<file path="src/rtl/if_stage.sv">
`timescale 1ns/1ps
// if_stage: instruction-fetch stage of the 5-stage MIPS pipeline.
// Owns the PC and the imem request/ack handshake. It presents one
// instruction per cycle to ID, handles branch redirects (one delay slot)
// and exception flushes, and holds its output under ID stall through a
// one-entry skid buffer.
//
// state | meaning
// IDLE  | first cycle after reset, no request issued yet
// FETCH | request at pc outstanding, waiting for ack
// HOLD  | an acked word is parked in the skid buffer while ID stalls
// DROP  | flushed while a request was outstanding; wait for its ack, discard it
module if_stage #(
    parameter logic [31:0] RESET_PC = 32'hBFC00000
) (
    input  logic        i_clk,
    input  logic        i_rst,
    input  logic        i_stall,
    input  logic        i_branch_flag,
    input  logic [31:0] i_branch_target,
    input  logic        i_flush,
    input  logic [31:0] i_flush_pc,
    output logic        o_imem_req,
    output logic [31:0] o_imem_addr,
    input  logic        i_imem_ack,
    input  logic [31:0] i_imem_rdata,
    output logic [31:0] o_id_pc,
    output logic [31:0] o_id_inst,
    output logic        o_id_valid
);

    typedef enum logic [1:0] {
        IDLE  = 2'd0,
        FETCH = 2'd1,
        HOLD  = 2'd2,
        DROP  = 2'd3
    } state_t;

    state_t      r_state;
    state_t      w_state_nxt;

    logic [31:0] r_pc;
    logic [31:0] r_id_pc;
    logic [31:0] r_id_inst;
    logic        r_id_valid;
    logic [31:0] r_skid_pc;
    logic [31:0] r_skid_inst;
    logic        r_skid_valid;
    logic        r_redir_pending;
    logic [31:0] r_redir_pc;

    logic [31:0] w_pc_nxt;
    logic [31:0] w_id_pc_nxt;
    logic [31:0] w_id_inst_nxt;
    logic        w_id_valid_nxt;
    logic [31:0] w_skid_pc_nxt;
    logic [31:0] w_skid_inst_nxt;
    logic        w_skid_valid_nxt;
    logic        w_redir_pending_nxt;
    logic [31:0] w_redir_pc_nxt;

    logic        w_req;
    logic        w_req_wait;
    logic        w_out_free;
    logic        w_consume;
    logic        w_branch;
    logic        w_ack_fetch;
    logic [31:0] w_br_tgt;
    logic [31:0] w_flush_tgt;
    logic [31:0] w_pc_plus4;
    logic [31:0] w_fetch_next;

    assign w_req       = (r_state == FETCH) || (r_state == DROP);
    assign w_req_wait  = w_req && !i_imem_ack;
    assign w_out_free  = !r_id_valid || !i_stall;
    assign w_consume   = r_id_valid && !i_stall;
    // ID's branch decision only counts in the cycle its instruction leaves id_*.
    assign w_branch    = w_consume && i_branch_flag;
    assign w_ack_fetch = (r_state == FETCH) && i_imem_ack;
    assign w_br_tgt    = i_branch_target & 32'hFFFF_FFFC;
    assign w_flush_tgt = i_flush_pc & 32'hFFFF_FFFC;
    assign w_pc_plus4  = r_pc + 32'd4;

    assign o_imem_req  = w_req;
    assign o_imem_addr = r_pc;
    assign o_id_pc     = r_id_pc;
    assign o_id_inst   = r_id_inst;
    assign o_id_valid  = r_id_valid;

    // Address of the fetch following an acked word: the acked word is the
    // delay slot when a branch is taken now or was recorded earlier.
    always_comb begin
        w_fetch_next = w_pc_plus4;
        if (w_branch) begin
            w_fetch_next = w_br_tgt;
        end else if (r_redir_pending) begin
            w_fetch_next = r_redir_pc;
        end
    end

    // Next-state logic; a flush overrides every other transition.
    always_comb begin
        w_state_nxt = r_state;
        case (r_state)
            IDLE: begin
                w_state_nxt = FETCH;
            end
            FETCH: begin
                if (i_imem_ack && !w_out_free) begin
                    w_state_nxt = HOLD;
                end
            end
            HOLD: begin
                if (!i_stall) begin
                    w_state_nxt = FETCH;
                end
            end
            DROP: begin
                if (i_imem_ack) begin
                    w_state_nxt = FETCH;
                end
            end
            default: begin
                w_state_nxt = IDLE;
            end
        endcase
        if (i_flush) begin
            // An unacked request must be seen through before restarting.
            w_state_nxt = w_req_wait ? DROP : FETCH;
        end
    end

    // Next values of pc, the ID output register, the skid buffer and the redirect.
    always_comb begin
        w_pc_nxt            = r_pc;
        w_id_pc_nxt         = r_id_pc;
        w_id_inst_nxt       = r_id_inst;
        w_id_valid_nxt      = r_id_valid;
        w_skid_pc_nxt       = r_skid_pc;
        w_skid_inst_nxt     = r_skid_inst;
        w_skid_valid_nxt    = r_skid_valid;
        w_redir_pending_nxt = r_redir_pending;
        w_redir_pc_nxt      = r_redir_pc;

        if (w_consume) begin
            w_id_valid_nxt = 1'b0;
        end

        // Branch taken with no word arriving now: remember the target so it
        // is applied after the delay slot has been fetched.
        if (w_branch && !w_ack_fetch) begin
            w_redir_pending_nxt = 1'b1;
            w_redir_pc_nxt      = w_br_tgt;
        end

        case (r_state)
            FETCH: begin
                if (i_imem_ack) begin
                    w_pc_nxt            = w_fetch_next;
                    w_redir_pending_nxt = 1'b0;
                    if (w_out_free) begin
                        w_id_pc_nxt    = r_pc;
                        w_id_inst_nxt  = i_imem_rdata;
                        w_id_valid_nxt = 1'b1;
                    end else begin
                        w_skid_pc_nxt    = r_pc;
                        w_skid_inst_nxt  = i_imem_rdata;
                        w_skid_valid_nxt = 1'b1;
                    end
                end
            end
            HOLD: begin
                if (!i_stall) begin
                    w_id_pc_nxt      = r_skid_pc;
                    w_id_inst_nxt    = r_skid_inst;
                    w_id_valid_nxt   = r_skid_valid;
                    w_skid_valid_nxt = 1'b0;
                end
            end
            DROP: begin
                if (i_imem_ack) begin
                    w_pc_nxt = r_redir_pc;
                end
            end
            default: begin
            end
        endcase

        if (i_flush) begin
            w_id_valid_nxt      = 1'b0;
            w_skid_valid_nxt    = 1'b0;
            w_redir_pending_nxt = 1'b0;
            if (w_req_wait) begin
                // pc keeps addressing the abandoned request until it is acked.
                w_redir_pc_nxt = w_flush_tgt;
            end else begin
                w_pc_nxt = w_flush_tgt;
            end
        end
    end

    // State register.
    always_ff @(posedge i_clk) begin
        if (i_rst) begin
            r_state <= IDLE;
        end else begin
            r_state <= w_state_nxt;
        end
    end

    // Datapath registers.
    always_ff @(posedge i_clk) begin
        if (i_rst) begin
            r_pc            <= RESET_PC;
            r_id_pc         <= 32'd0;
            r_id_inst       <= 32'd0;
            r_id_valid      <= 1'b0;
            r_skid_pc       <= 32'd0;
            r_skid_inst     <= 32'd0;
            r_skid_valid    <= 1'b0;
            r_redir_pending <= 1'b0;
            r_redir_pc      <= 32'd0;
        end else begin
            r_pc            <= w_pc_nxt;
            r_id_pc         <= w_id_pc_nxt;
            r_id_inst       <= w_id_inst_nxt;
            r_id_valid      <= w_id_valid_nxt;
            r_skid_pc       <= w_skid_pc_nxt;
            r_skid_inst     <= w_skid_inst_nxt;
            r_skid_valid    <= w_skid_valid_nxt;
            r_redir_pending <= w_redir_pending_nxt;
            r_redir_pc      <= w_redir_pc_nxt;
        end
    end

endmodule

</file>
<file path="config.mk">
export PLATFORM = sky130hd
export DESIGN_NAME = if_stage
export DESIGN_NICKNAME = d
export VERILOG_FILES = /design/src/rtl/if_stage.sv
export SDC_FILE = /design/constraint.sdc
export NUM_CORES = 1
export LEC_CHECK = 0
export CAP_MARGIN = 20
export CORE_ASPECT_RATIO = 1.1
export CORE_MARGIN = 3
export CORE_UTILIZATION = 50
export DETAILED_ROUTE_END_ITERATION = 16
export PLACE_DENSITY = 0.8
export SYNTH_ARGS = -nofsm -noshare
export SYNTH_HDL_FRONTEND = slang
export SYNTH_SLANG_ARGS = --single-unit
</file>
<file path="constraint.sdc">
create_clock -name i_clk -period 4 [get_ports i_clk]
set_clock_uncertainty 0.1 [all_clocks]
set_input_delay 0.8 -clock i_clk [delete_from_list [all_inputs] [get_ports i_clk]]
set_output_delay 0.8 -clock i_clk [all_outputs]
set_load 0.01 [all_outputs]
</file>
==> results of run 1 <==
final cells by class:
type / instances / area share
inverter: 12 / 0.00364
tap: 243 / 0.0246
clock buffer: 18 / 0.0347
sequential: 197 / 0.319
timing repair buffer: 228 / 0.184
multi-input combinational: 880 / 0.423
clock inverter: 14 / 0.0112
worst max-delay path by stage:
stage,startpoint,slack (ps),end,depth (start not counted)
after floorplan,i_imem_ack,1560,o_id_inst[0],9
after global placement,i_stall,870,o_imem_addr[16],6
after detailed placement,i_imem_ack,860,r_redir_pc[24],8
after CTS,r_state[1],930,o_imem_req,3
after global routing,r_state[1],870,o_imem_req,3
final,r_state[1],920,o_imem_req,3
flip-flops by register name, indices dropped and copies added, names as in the netlist:
| register | count |
|---|---|
| r_skid_pc | 32 |
| r_state | 2 |
| r_redir_pc | 32 |
| o_id_inst | 32 |
| r_skid_inst | 32 |
| o_id_pc | 32 |
| o_imem_addr | 32 |
| r_redir_pending | 1 |
| o_id_valid | 1 |
| r_skid_valid | 1 |
power breakdown:
part           switching [mW]  internal (mW)  total [mW]
registers               0.138           2.08        2.21
logic                   0.441          0.450       0.892
clock network           0.839          0.829        1.67
worst min-delay path: stages (launching register included):
cell and delay, ps:
sky130_fd_sc_hd__dfxtp_1 310, sky130_fd_sc_hd__nand2_1 50, sky130_fd_sc_hd__a21oi_1 50
kinds of logic after synthesis:
logic type	Yosys count	synth area share
DFF	197	0.405
buffers and inverters	135	0.0605
xor gates and xnor gates	8	0.00720
muxes	68	0.0700
AOI/OAI and AO/OA	331	0.240
and+or+nand+nor	469	0.212
adders and majority gates	4	0.00514
per-stage QoR:
stage | instances | area [um^2] | hold WS [ps]
CTS | 1592 | 12400 | 356
global route | 1592 | 12400 | 373
global placement | 1560 | 11800 | 341
floorplan | 1212 | 9740 | 336
detailed placement | 1560 | 11800 | 346
finish | 1592 | 12400 | 354
cells in the mapped netlist (3+ instances only):
master                       n
sky130_fd_sc_hd__nand2_1   203
sky130_fd_sc_hd__dfxtp_1   197
sky130_fd_sc_hd__nor2_1    135
sky130_fd_sc_hd__clkbuf_1  103
sky130_fd_sc_hd__a21oi_1    87
sky130_fd_sc_hd__a211oi_1   81
sky130_fd_sc_hd__mux2i_1    67
sky130_fd_sc_hd__nand3_1    52
sky130_fd_sc_hd__a311oi_1   32
sky130_fd_sc_hd__o21ai_0    25
sky130_fd_sc_hd__o211ai_1   15
sky130_fd_sc_hd__a221oi_1   13
sky130_fd_sc_hd__nor3_1     13
sky130_fd_sc_hd__inv_1      11
sky130_fd_sc_hd__a22oi_1    10
sky130_fd_sc_hd__or3_1      10
sky130_fd_sc_hd__a221o_1     9
sky130_fd_sc_hd__a31oi_1     9
sky130_fd_sc_hd__or4_1       7
sky130_fd_sc_hd__and2_1      6
sky130_fd_sc_hd__and4_1      6
sky130_fd_sc_hd__nand4_1     6
sky130_fd_sc_hd__o31ai_1     6
sky130_fd_sc_hd__xnor2_1     6
sky130_fd_sc_hd__buf_1       5
sky130_fd_sc_hd__buf_6       5
sky130_fd_sc_hd__nor4_1      5
sky130_fd_sc_hd__a31o_2      4
sky130_fd_sc_hd__and3_1      4
sky130_fd_sc_hd__buf_2       4
sky130_fd_sc_hd__ha_1        4
sky130_fd_sc_hd__nand2b_1    4
sky130_fd_sc_hd__nor2b_1     4
sky130_fd_sc_hd__o21a_1      4
sky130_fd_sc_hd__o41ai_1     4
sky130_fd_sc_hd__a211o_1     3
sky130_fd_sc_hd__a21boi_0    3
sky130_fd_sc_hd__a21o_1      3
sky130_fd_sc_hd__a222oi_1    3
sky130_fd_sc_hd__clkbuf_8    3
sky130_fd_sc_hd__nand3b_1    3
sky130_fd_sc_hd__o221a_2     3
cells in the final DEF (no fill, tap or decap), types with 5 or more instances in the layout:
cell and instances:
sky130_fd_sc_hd__or3_1 10, sky130_fd_sc_hd__o21ai_0 24, sky130_fd_sc_hd__clkbuf_16 17, sky130_fd_sc_hd__nand3_1 51
sky130_fd_sc_hd__nor2_1 134, sky130_fd_sc_hd__buf_12 6, sky130_fd_sc_hd__mux2i_1 67, sky130_fd_sc_hd__o31ai_1 6
sky130_fd_sc_hd__o211ai_1 15, sky130_fd_sc_hd__nor4_1 5, sky130_fd_sc_hd__nor3_1 13, sky130_fd_sc_hd__buf_4 27
sky130_fd_sc_hd__nand2_1 201, sky130_fd_sc_hd__and4_1 6, sky130_fd_sc_hd__a21oi_1 87, sky130_fd_sc_hd__clkdlybuf4s50_1 194
sky130_fd_sc_hd__or4_1 7, sky130_fd_sc_hd__a31oi_1 9, sky130_fd_sc_hd__a22oi_1 10, sky130_fd_sc_hd__a311oi_1 32
sky130_fd_sc_hd__inv_6 5, sky130_fd_sc_hd__dfxtp_1 197, sky130_fd_sc_hd__and2_1 6, sky130_fd_sc_hd__a221oi_1 13
sky130_fd_sc_hd__nand4_1 6, sky130_fd_sc_hd__inv_1 11, sky130_fd_sc_hd__a221o_1 9, sky130_fd_sc_hd__xnor2_1 6
sky130_fd_sc_hd__a211oi_1 81
routing by layer:
layer | vias to the layer above | wire [um] | share of wire
li1 | 4640 | - | -
met1 | 4521 | 12200 | 0.41
met2 | 510 | 14100 | 0.47
met3 | 85 | 2630 | 0.088
met4 | 0 | 938 | 0.031
met5 | - | 0 | 0
==> reports/summary.md, run 1 <==
The flow ran to the end, and the final reports show no timing, DRC or antenna violations. The number of cells traversed by the worst register-to-register path is 9. The design draws 4.77 mW. The run gives 0 as the hold violation total from the final report. Total CTS buffers: 17. The overall track demand over capacity in global routing came out at 0.272. The sequential element share of the synthesized area is 0.405. The biggest area contributor in the post-synthesis netlist is sky130_fd_sc_hd__dfxtp_1.

The number of instances resized during post-cts repair was 0; the number of cells on the worst hold path was 2. The mean routed wirelength per cell works out to 18.8 um. The number of nets in the layout was 1442. In this run the critical register-to-register path is launched from r_state[1]. After detailed routing, the number of vias per cell comes to 6.13. The run gives 0.660 as the post-layout utilization of the core.

For the final estimated routing congestion in global placement, the log shows 0.924. Data on the critical path arrives at its endpoint at 2180 ps. The number of slew-limit violations in the final report came out at 0. Clock tree synthesis found a total of 197 sinks. The run gives 200 as the I/O pin count. The cell sitting at the root of the clock tree is a sky130_fd_sc_hd__clkbuf_16.

The post-detailed-placement half-perimeter wirelength is 20000 um, and the remaining number of nets flagged by the antenna check after routing is 0. Walking the worst path, the cells encountered are ha_1 > or2_2 > clkdlybuf4s50_1. Summing all flip-flop and latch instances after layout gives 3940 um^2.

The number of post-CTS setup repair buffers is 0. The number of rows in the core area was 52. Fraction of post-synthesis cell area in the top cell type by area: 0.405. The tools report the maximum count of clock buffers along a single path as 2.

The met3 usage is 0.0534, and the number of fill cells in the layout is 1606. Average footprint of a synthesized cell: 8.03 um^2. Slew at the pin with the worst max-slew slack: 869 ps.

TritonCTS built the clock tree. Top cell family by delay on the critical path: buffers and inverters. The synthesized design contains 197 register bits.

Once routing completed, OpenROAD measured the worst setup slack at 923 ps. The share of synthesized flip-flops with an asynchronous set or reset is 0. The tools report the clock latency of the later-clocked register in the worst-skew pair as 450 ps. The tools report the capturing point of the worst reg2reg path as o_imem_addr[14].

The tools report the number of H-tree levels as 4. Setup slack after placement: 858 ps. The run gives 0.355 as the met1 usage.

For this run, the leading register cell type out of synthesis is sky130_fd_sc_hd__dfxtp_1. The floorplan step defined a core boundary enclosing 18700 um^2. The share of layout cells above drive strength 1 is 0.0638, and the initial cell density of the core is 0.520.

The post-synth design cell area is 9740 um^2, and the width of the die is 139 um. The cell type of the slowest stage on the worst timing path is sky130_fd_sc_hd__clkdlybuf4s50_1. The tools report the element type at the critical path end as an output pin.

The tools report the met2 usage as 0.442. The path with the worst hold slack has its endpoint at r_skid_pc[6]. The largest fanout on the critical path was 12. In this run the most used layer during global routing was met2. The run gives 4.07 nW as the leakage power total. The maximum cell stage delay along the critical path is 540 ps.

The required time at the endpoint of the critical path is 3100 ps. The startpoint identified for the worst hold timing path is r_skid_pc[6]. For the finished layout, the period the worst path requires is 3080 ps. The die covers 21200 um^2. The number of flops mapped to enable cells by yosys is 0.

Buffering stage count on the worst path with inverters included: 1. Counting every net in the synthesized netlist gives 1318. Across the run, the number of max-cap violations was 0. Yosys attributes the largest share of cell area to sky130_fd_sc_hd__dfxtp_1 (41%), sky130_fd_sc_hd__nand2_1 (7.8%), sky130_fd_sc_hd__mux2i_1 (6.9%), sky130_fd_sc_hd__a211oi_1 (6.2%), sky130_fd_sc_hd__nor2_1 (5.2%). The sum of negative setup slack is 0 ps, and the clock input transition at the sequential cells of the worst setup and hold paths is 80 ps. For the highest clock rate, the log shows 325 MHz. The first global-routing pass estimated 47900 um of wire. The critical path class was reg -> out. The run gives 0.421 as the relative max-transition margin. The power density of the placed cells was 386 nW/um^2; the quantity of I/O buffers inserted on ports was 195.

The worst hold-check path type is reg -> reg. The initial antenna violation count is 0. For the number of global-route vias before repair, the log shows 9279. The final worst-path cycle share is 0.769, and the area used by multi-input combinational logic is 5240 um^2.

From synthesis to final layout, the design area changed by 27.1%. Setup repair after global routing left no endpoint under its margin. In the routed design, unresolved DRC markers number 0. The post-detailed-routing wire length came out at 29900 um. The pre-antenna-repair detailed-routing pass consisted of 6 iterations. The type of element launching the critical path is a register. The largest vdd supply drop was 0.312 mV; the count of routing violations after the opening detailed-route iteration was 1107. The repair_antennas step left the layout with diodes totalling 0. For this block, the via count after detailed routing is 9756.

Synthesis produced 1212 cells. The height of the chip works out to 152 um. Setup violations remaining at the end of the flow were counted as 0.

The synthesized netlist contains 70 unique library cells. During synthesis, Yosys emitted a total of 0 warnings. The worst setup slack for register-to-register paths was 1210 ps; the number of hold-repair buffers added at the cts stage was 0. The tools report the final global-route overflow total as 0. Entering global routing, the biggest net connects 108 pins.
(Power assumes the default switching activity.)
==> inputs of run 2 (changes only) <==
--- a/config.mk
+++ b/config.mk
@@ -8,9 +8,9 @@
 export CAP_MARGIN = 20
 export CORE_ASPECT_RATIO = 1.1
 export CORE_MARGIN = 3
-export CORE_UTILIZATION = 50
+export CORE_UTILIZATION = 47
 export DETAILED_ROUTE_END_ITERATION = 16
-export PLACE_DENSITY = 0.8
+export PLACE_DENSITY = 0.79
 export SYNTH_ARGS = -nofsm -noshare
 export SYNTH_HDL_FRONTEND = slang
 export SYNTH_SLANG_ARGS = --single-unit
==> constraint.sdc (replaced) <==
create_clock -name i_clk -period 2.7 [get_ports i_clk]
set_clock_uncertainty 0.1 [all_clocks]
set_input_delay 0.54 -clock i_clk [delete_from_list [all_inputs] [get_ports i_clk]]
set_output_delay 0.54 -clock i_clk [all_outputs]
set_load 0.01 [all_outputs]
==> run 2 against run 1 <==
Global-route usage is 0.60 points lower. Non-clock buffer count rose by 51. Combinational power increased by 66%. Wire length increased by 3.0%. Power grew 52%. Clock power up 54%. Hold slack got worse by 14 ps. Setup slack worse by 800 ps. Via count grew 1.5%. Cell count rose by 3.8%. Utilization shrank 1.8 points. Critical path depth grew 1. Largest cell class unchanged.
==> reports/summary.md, run 2 (same netlist as run 1, synthesis figures left out) <==
The cell type of the slowest stage on the worst timing path is sky130_fd_sc_hd__clkdlybuf4s50_1 (unchanged). The run gives 1683 (was 1606) as the number of fill cells in the layout. Commonest non-fill, non-tap cell in the layout: sky130_fd_sc_hd__nand2_1 (unchanged). The run gives 30800 um (was 29900 um) as the post-detailed-routing wire length.

Commonest cells after routing, fill and taps aside: sky130_fd_sc_hd__nand2_1 (201), sky130_fd_sc_hd__dfxtp_1 (196), sky130_fd_sc_hd__clkdlybuf4s50_1 (194) (was sky130_fd_sc_hd__nand2_1 (201), sky130_fd_sc_hd__dfxtp_1 (197), sky130_fd_sc_hd__clkdlybuf4s50_1 (194)). The I/O pin count came out at 200 (unchanged). TritonCTS built the clock tree. Clock input transition at the sequential cells of the worst setup and hold paths: 70 ps (was 80 ps). The length of the first detailed-routing pass in iterations is 6 (unchanged).

For the maximum count of clock buffers along a single path, the log shows 2 (unchanged). The highest clock rate was 388 MHz; the quantity of I/O buffers inserted on ports was 195 (unchanged). The die area was 22500 um^2 (was 21200 um^2).

The clock latency of the later-clocked register in the worst-skew pair came out at 440 ps (was 450 ps). The top cell family by delay on the critical path is buffers and inverters (unchanged). The tools report the remaining number of nets flagged by the antenna check after routing as 0 (unchanged). The critical path class is reg -> out (unchanged). The relative max-transition margin was 0.551 (was 0.421); the overall track demand over capacity in global routing was 0.266 (was 0.272). Clock root buffer master: sky130_fd_sc_hd__clkbuf_16 (unchanged). The slew at the pin with the worst max-slew slack is 667 ps (was 869 ps).

The number of rows in the core area came out at 54 (was 52). For the count of unresolved DRC violations after routing, the log shows 0 (unchanged). The maximum number of pins on one net before global-route repair was 91 (was 108); the share of layout cells above drive strength 1 was 0.101 (was 0.0638). The final worst-path cycle share is 0.955, and the diode insertion count for antenna repair is 0 (unchanged). The initial antenna violation count is 0 (unchanged). The logs give 20100 um^2 (was 18700 um^2) for the core region area and 0 (unchanged) for the number of post-CTS setup repair buffers. The height of the chip was 157 um (was 152 um). Element type at the critical path end: an output pin (unchanged). The worst path arrival time was 1940 ps (was 2180 ps).

The run gives 0 (unchanged) as the hold violation total from the final report. The number of hold-repair buffers added at the cts stage came out at 0 (unchanged). The power density of the placed cells is 564 nW/um^2 (was 386 nW/um^2). Worst hold-check path type: in -> reg (was reg -> reg).

The setup slack after placement was 84.4 ps (was 858 ps). For the post-route total power, the log shows 7.28 mW (was 4.77 mW). The tools report the type of element launching the critical path as a register (unchanged).

The number of H-tree levels came out at 4 (unchanged). The setup slack of the critical path after layout was 122 ps (was 923 ps); the post-synthesis to final-layout area growth was 32.4% (was 27.1%). The run gives 0.947 (was 0.924) as the final estimated routing congestion in global placement. The largest fanout on the critical path is 9 (was 12). The width of the die was 143 um (was 139 um). The mean routed wirelength per cell was 18.6 um (was 18.8 um); the via count was 9902 (was 9756). Largest vdd supply drop: 0.426 mV (was 0.312 mV).

The run gives 390 ps (was 1210 ps) as the worst setup slack for register-to-register paths. The minimum clock period was 2580 ps. The number of global-route vias before repair was 9156 (was 9279). The post-detailed-placement half-perimeter wirelength is 21200 um (was 20000 um).

Number of maximum-capacitance constraint violations: 0 (unchanged). The buffering stage count on the worst path with inverters included is 2 (was 1), and the leakage power total is 4.36 nW (was 4.07 nW). The number of failing setup endpoints in the final timing report was 0 (unchanged); the number of nets in the layout was 1493 (was 1442). For the number of slew-limit violations in the final report, the log shows 0 (unchanged). The run gives 17 (unchanged) as the total CTS buffers. Sum of negative setup slack: 0 ps (unchanged). The maximum cell stage delay along the critical path came out at 490 ps (was 540 ps). Via density per instance: 5.99 (was 6.13). The run gives 867 (was 1107) as the count of routing violations after the opening detailed-route iteration. The TritonCTS sink count was 197 (unchanged). Setup repair after global routing left no endpoint under its margin. Required time at the endpoint of the critical path: 2060 ps (was 3100 ps). The run finished with clean final reports. Initial cell density of the core: 0.485 (was 0.520). For the final global-route overflow total, the log shows 0 (unchanged). For the global-route wire length before repair, the log shows 48200 um (was 47900 um). Cell Chain, Critical Path: inv_1 > ha_2 > or2_2 > clkdlybuf4s50_1 (was ha_1 > or2_2 > clkdlybuf4s50_1).
==> run 2: path summary, 6_finish.rpt <==
check,to,start,cells past startpoint
worst max-delay path,o_imem_req,r_state[1],4
worst min-delay path,o_imem_addr[2],i_rst,2
worst max register to register,o_imem_addr[14],o_imem_addr[3],7
worst min register to register,r_skid_inst[8],r_skid_inst[8],2
==> run 2: layout make-up <==
cell class                 count  area, um^2  share of cell area
multi-input combinational    880        5240               0.407
sequential                   197        3950               0.306
timing repair buffer         279        2730               0.212
clock buffer                  17         425              0.0330
tap                          252         315              0.0245
clock inverter                15         184              0.0143
inverter                      12        45.0             0.00349
==> run 2: through the flow <==
step                instances  utilization  area [um^2]  hold WS, ps
detailed placement       1620        0.612        12300          346
global placement         1620        0.612        12300          341
global route             1652        0.642        12900          319
CTS                      1652        0.642        12900          314
finish                   1652        0.642        12900          340
floorplan                1212            -         9740          336
==> run 2: what timing repair did <==
| item | CTS | global route |
|---|---|---|
| endpoints found under the hold margin | 0 | 0 |
| resized for setup | 2 | 1 |
| pin swaps | 0 | 0 |
| cloned | 0 | 0 |
| setup endpoints to repair | 1 | 1 |
==> run 2: power by group <==
group	leakage [nW]	internal [mW]	switching, mW	total [mW]
logic	2.46	0.742	0.740	1.48
clock network	0.289	1.26	1.32	2.58
registers	1.61	3.08	0.139	3.21
==> run 2: metal layers <==
layer,wire length (um),vias to the layer above,GRT usage
li1,-,4745,-
met1,13000,4570,0.362
met2,14100,498,0.421
met3,2670,89,0.0465
met4,1050,0,0.108
met5,0,-,0
==> inputs of run 3 (changes only) <==
--- a/config.mk
+++ b/config.mk
@@ -10,6 +10,7 @@
 export CORE_MARGIN = 3
 export CORE_UTILIZATION = 47
 export DETAILED_ROUTE_END_ITERATION = 16
+export MAX_ROUTING_LAYER = met4
 export PLACE_DENSITY = 0.79
 export SYNTH_ARGS = -nofsm -noshare
 export SYNTH_HDL_FRONTEND = slang
==> run 3 against run 2 <==
Clock power is 3% higher. Global-route usage is 0.37 points higher. Via count is the same. Cell count fell by 0.36%. Register-to-register slack got worse by 50 ps. Maximum frequency about the same. Combinational power barely moved. Design area about the same. Critical endpoint unchanged.
==> reports/summary.md, run 3 (same netlist as run 1, synthesis figures left out) <==
The run gives 76 (was 91) as the maximum number of pins on one net before global-route repair. The logs give 0 (unchanged) for the remaining number of nets flagged by the antenna check after routing and 0 (unchanged) for the number of slew-limit violations in the final report. The timing startpoint of the critical path is r_state[1] (unchanged). TritonCTS built the clock tree. Post-detailed-routing wire length: 30400 um (was 30800 um). The worst setup slack for register-to-register paths is 340 ps (was 390 ps). Initial antenna violation count: 0 (unchanged). The number of cells traversed by the worst register-to-register path works out to 5 (was 7). The tools report the startpoint of the worst-slack reg-to-reg timing path as o_imem_addr[5] (was o_imem_addr[3]).

The largest vdd supply drop is 0.391 mV (was 0.426 mV). Minimum clock period: 2580 ps (about the same). The number of nets in the layout is 1487 (was 1493). The maximum cell stage delay along the critical path was 500 ps (was 490 ps); the placement-stage cell area was 12300 um^2 (about the same). The logs give 20100 um^2 (unchanged) for the core region area and 21100 um (was 21200 um) for the post-detailed-placement half-perimeter wirelength.

The power density of the placed cells works out to 571 nW/um^2 (was 564 nW/um^2). The run gives 1735 (was 1683) as the number of fill cells in the layout. Diode insertion count for antenna repair: 0 (unchanged). The tools report the type of element launching the critical path as a register (unchanged). The share of layout cells above drive strength 1 is 0.0968 (was 0.101), and the highest clock rate is 388 MHz (about the same).

The clock latency of the later-clocked register in the worst-skew pair was 420 ps (was 440 ps); the area used by multi-input combinational logic was 5240 um^2 (unchanged). The sequential standard cell area is 3950 um^2 (unchanged), and the number of cells on the worst hold path is 2 (unchanged). The count of unresolved DRC violations after routing came out at 0 (unchanged).

Source of the worst hold timing path: r_skid_pc[28] (was i_rst). The cell type of the slowest stage on the worst timing path was sky130_fd_sc_hd__clkdlybuf4s50_1 (unchanged). The commonest non-fill, non-tap cell in the layout was sky130_fd_sc_hd__nand2_1 (unchanged). The I/O pin count came out at 200 (unchanged). The height of the chip was 157 um (unchanged); the leakage power total was 4.36 nW (about the same). The via density per instance was 6.02 (was 5.99). The run gives 2060 ps (about the same) as the required time at the endpoint of the critical path. Cell Chain, Critical Path: inv_1 > ha_2 > or2_2 > clkdlybuf4s50_1 (unchanged). The clock input transition at the sequential cells of the worst setup and hold paths is 80 ps (was 70 ps), and the post-route cell area is 12900 um^2 (about the same).

The die area is 22500 um^2 (unchanged). The total CTS buffers was 17 (unchanged). The critical path class is reg -> out (unchanged). TritonCTS sink count: 197 (unchanged). For the hold violation total from the final report, the log shows 0 (unchanged). The final worst-path cycle share is 0.956 (was 0.955).

The overall track demand over capacity in global routing was 0.270 (was 0.266); the critical path depth in cells was 4 (unchanged). The post-synthesis to final-layout area growth is 32.5% (was 32.4%), and the worst path arrival time is 1940 ps (about the same). The sum of negative setup slack came out at 0 ps (unchanged). The tools report the number of failing setup endpoints in the final timing report as 0 (unchanged).

Number of rows in the core area: 54 (unchanged). The via count is 9902 (unchanged), and the buffering stage count on the worst path with inverters included is 2 (unchanged). The mean routed wirelength per cell is 18.5 um (was 18.6 um).

The logs give 2 (unchanged) for the maximum count of clock buffers along a single path and 4 (unchanged) for the number of H-tree levels. Commonest cells after routing, fill and taps aside: sky130_fd_sc_hd__nand2_1 (201), sky130_fd_sc_hd__dfxtp_1 (196), sky130_fd_sc_hd__clkdlybuf4s50_1 (194) (unchanged). The top cell family by delay on the critical path was buffers and inverters (unchanged). The width of the die is 143 um (unchanged).

Slew at the pin with the worst max-slew slack: 632 ps (was 667 ps). Setup repair after global routing left no endpoint under its margin. The tools report the clock root buffer master as sky130_fd_sc_hd__clkbuf_16 (unchanged). Count of routing violations after the opening detailed-route iteration: 871 (was 867). The tools report the final estimated routing congestion in global placement as 0.958 (was 0.947). The number of post-CTS setup repair buffers came out at 0 (unchanged).

The quantity of I/O buffers inserted on ports is 195 (unchanged), and the number of maximum-capacitance constraint violations is 0 (unchanged). The length of the first detailed-routing pass in iterations is 5 (was 6), and the number of global-route vias before repair is 9296 (was 9156). The logs give 0.575 (was 0.551) for the relative max-transition margin and 0.485 (unchanged) for the initial cell density of the core.

The worst hold-check path type was reg -> reg (was in -> reg). The global-route wire length before repair was 47700 um (was 48200 um). The final global-route overflow total is 0 (unchanged).

The largest fanout on the critical path was 8 (was 9). Element type at the critical path end: an output pin (unchanged). The flow ran to the end, and the final reports show no timing, DRC or antenna violations.
## run 3: area by class of cell
cell class                 instances  share of cell area
sequential                       197               0.306
tap                              252              0.0245
clock buffer                      18              0.0341
inverter                          12             0.00349
multi-input combinational        880               0.407
timing repair buffer             273               0.210
clock inverter                    14              0.0149
## run 3: worst register-to-register path, stage by stage, from the launching register on
cell	delay [ps]
sky130_fd_sc_hd__dfxtp_1	510
sky130_fd_sc_hd__nand3_1	240
sky130_fd_sc_hd__or4_1	600
sky130_fd_sc_hd__or4_1	500
sky130_fd_sc_hd__a31oi_1	170
sky130_fd_sc_hd__o221a_1	180
## run 3: final timing paths
check / end
worst max-delay path: o_imem_req
worst min-delay path: r_skid_pc[28]
worst max register to register: o_imem_addr[16]
worst min register to register: r_skid_pc[28]
## run 3: per-stage QoR
step / hold WS, ps / util / instances / worst slack [ps] / power (mW)
after floorplan: 336 / - / 1212 / 424 / 3.99
after global placement: 341 / 0.611 / 1614 / 83.7 / 4.72
after detailed placement: 346 / 0.611 / 1614 / 62.1 / 4.74
after CTS: 357 / 0.643 / 1646 / 41.7 / 7.40
after global routing: 372 / 0.643 / 1646 / 60.8 / 7.65
final: 355 / 0.643 / 1646 / 120 / 7.37
## run 3: timing repair
action	CTS	global route
endpoints found under the setup margin	1	1
resized for setup	2	1
hold buffers	0	0
## run 3: report_power, final
part | total [mW] | switching, mW | internal (mW)
sequential | 3.22 | 0.142 | 3.08
clock | 2.67 | 1.23 | 1.44
combinational | 1.47 | 0.733 | 0.742
total | 7.37 | 2.11 | 5.26
## run 3: per-layer routing
metal  vias up  track usage  part of all wire
met3        75       0.0471             0.082
met5         -            -                 0
met4         0       0.0901             0.023
met2       500        0.428              0.47
met1      4592        0.351              0.42
li1       4735            -                 -
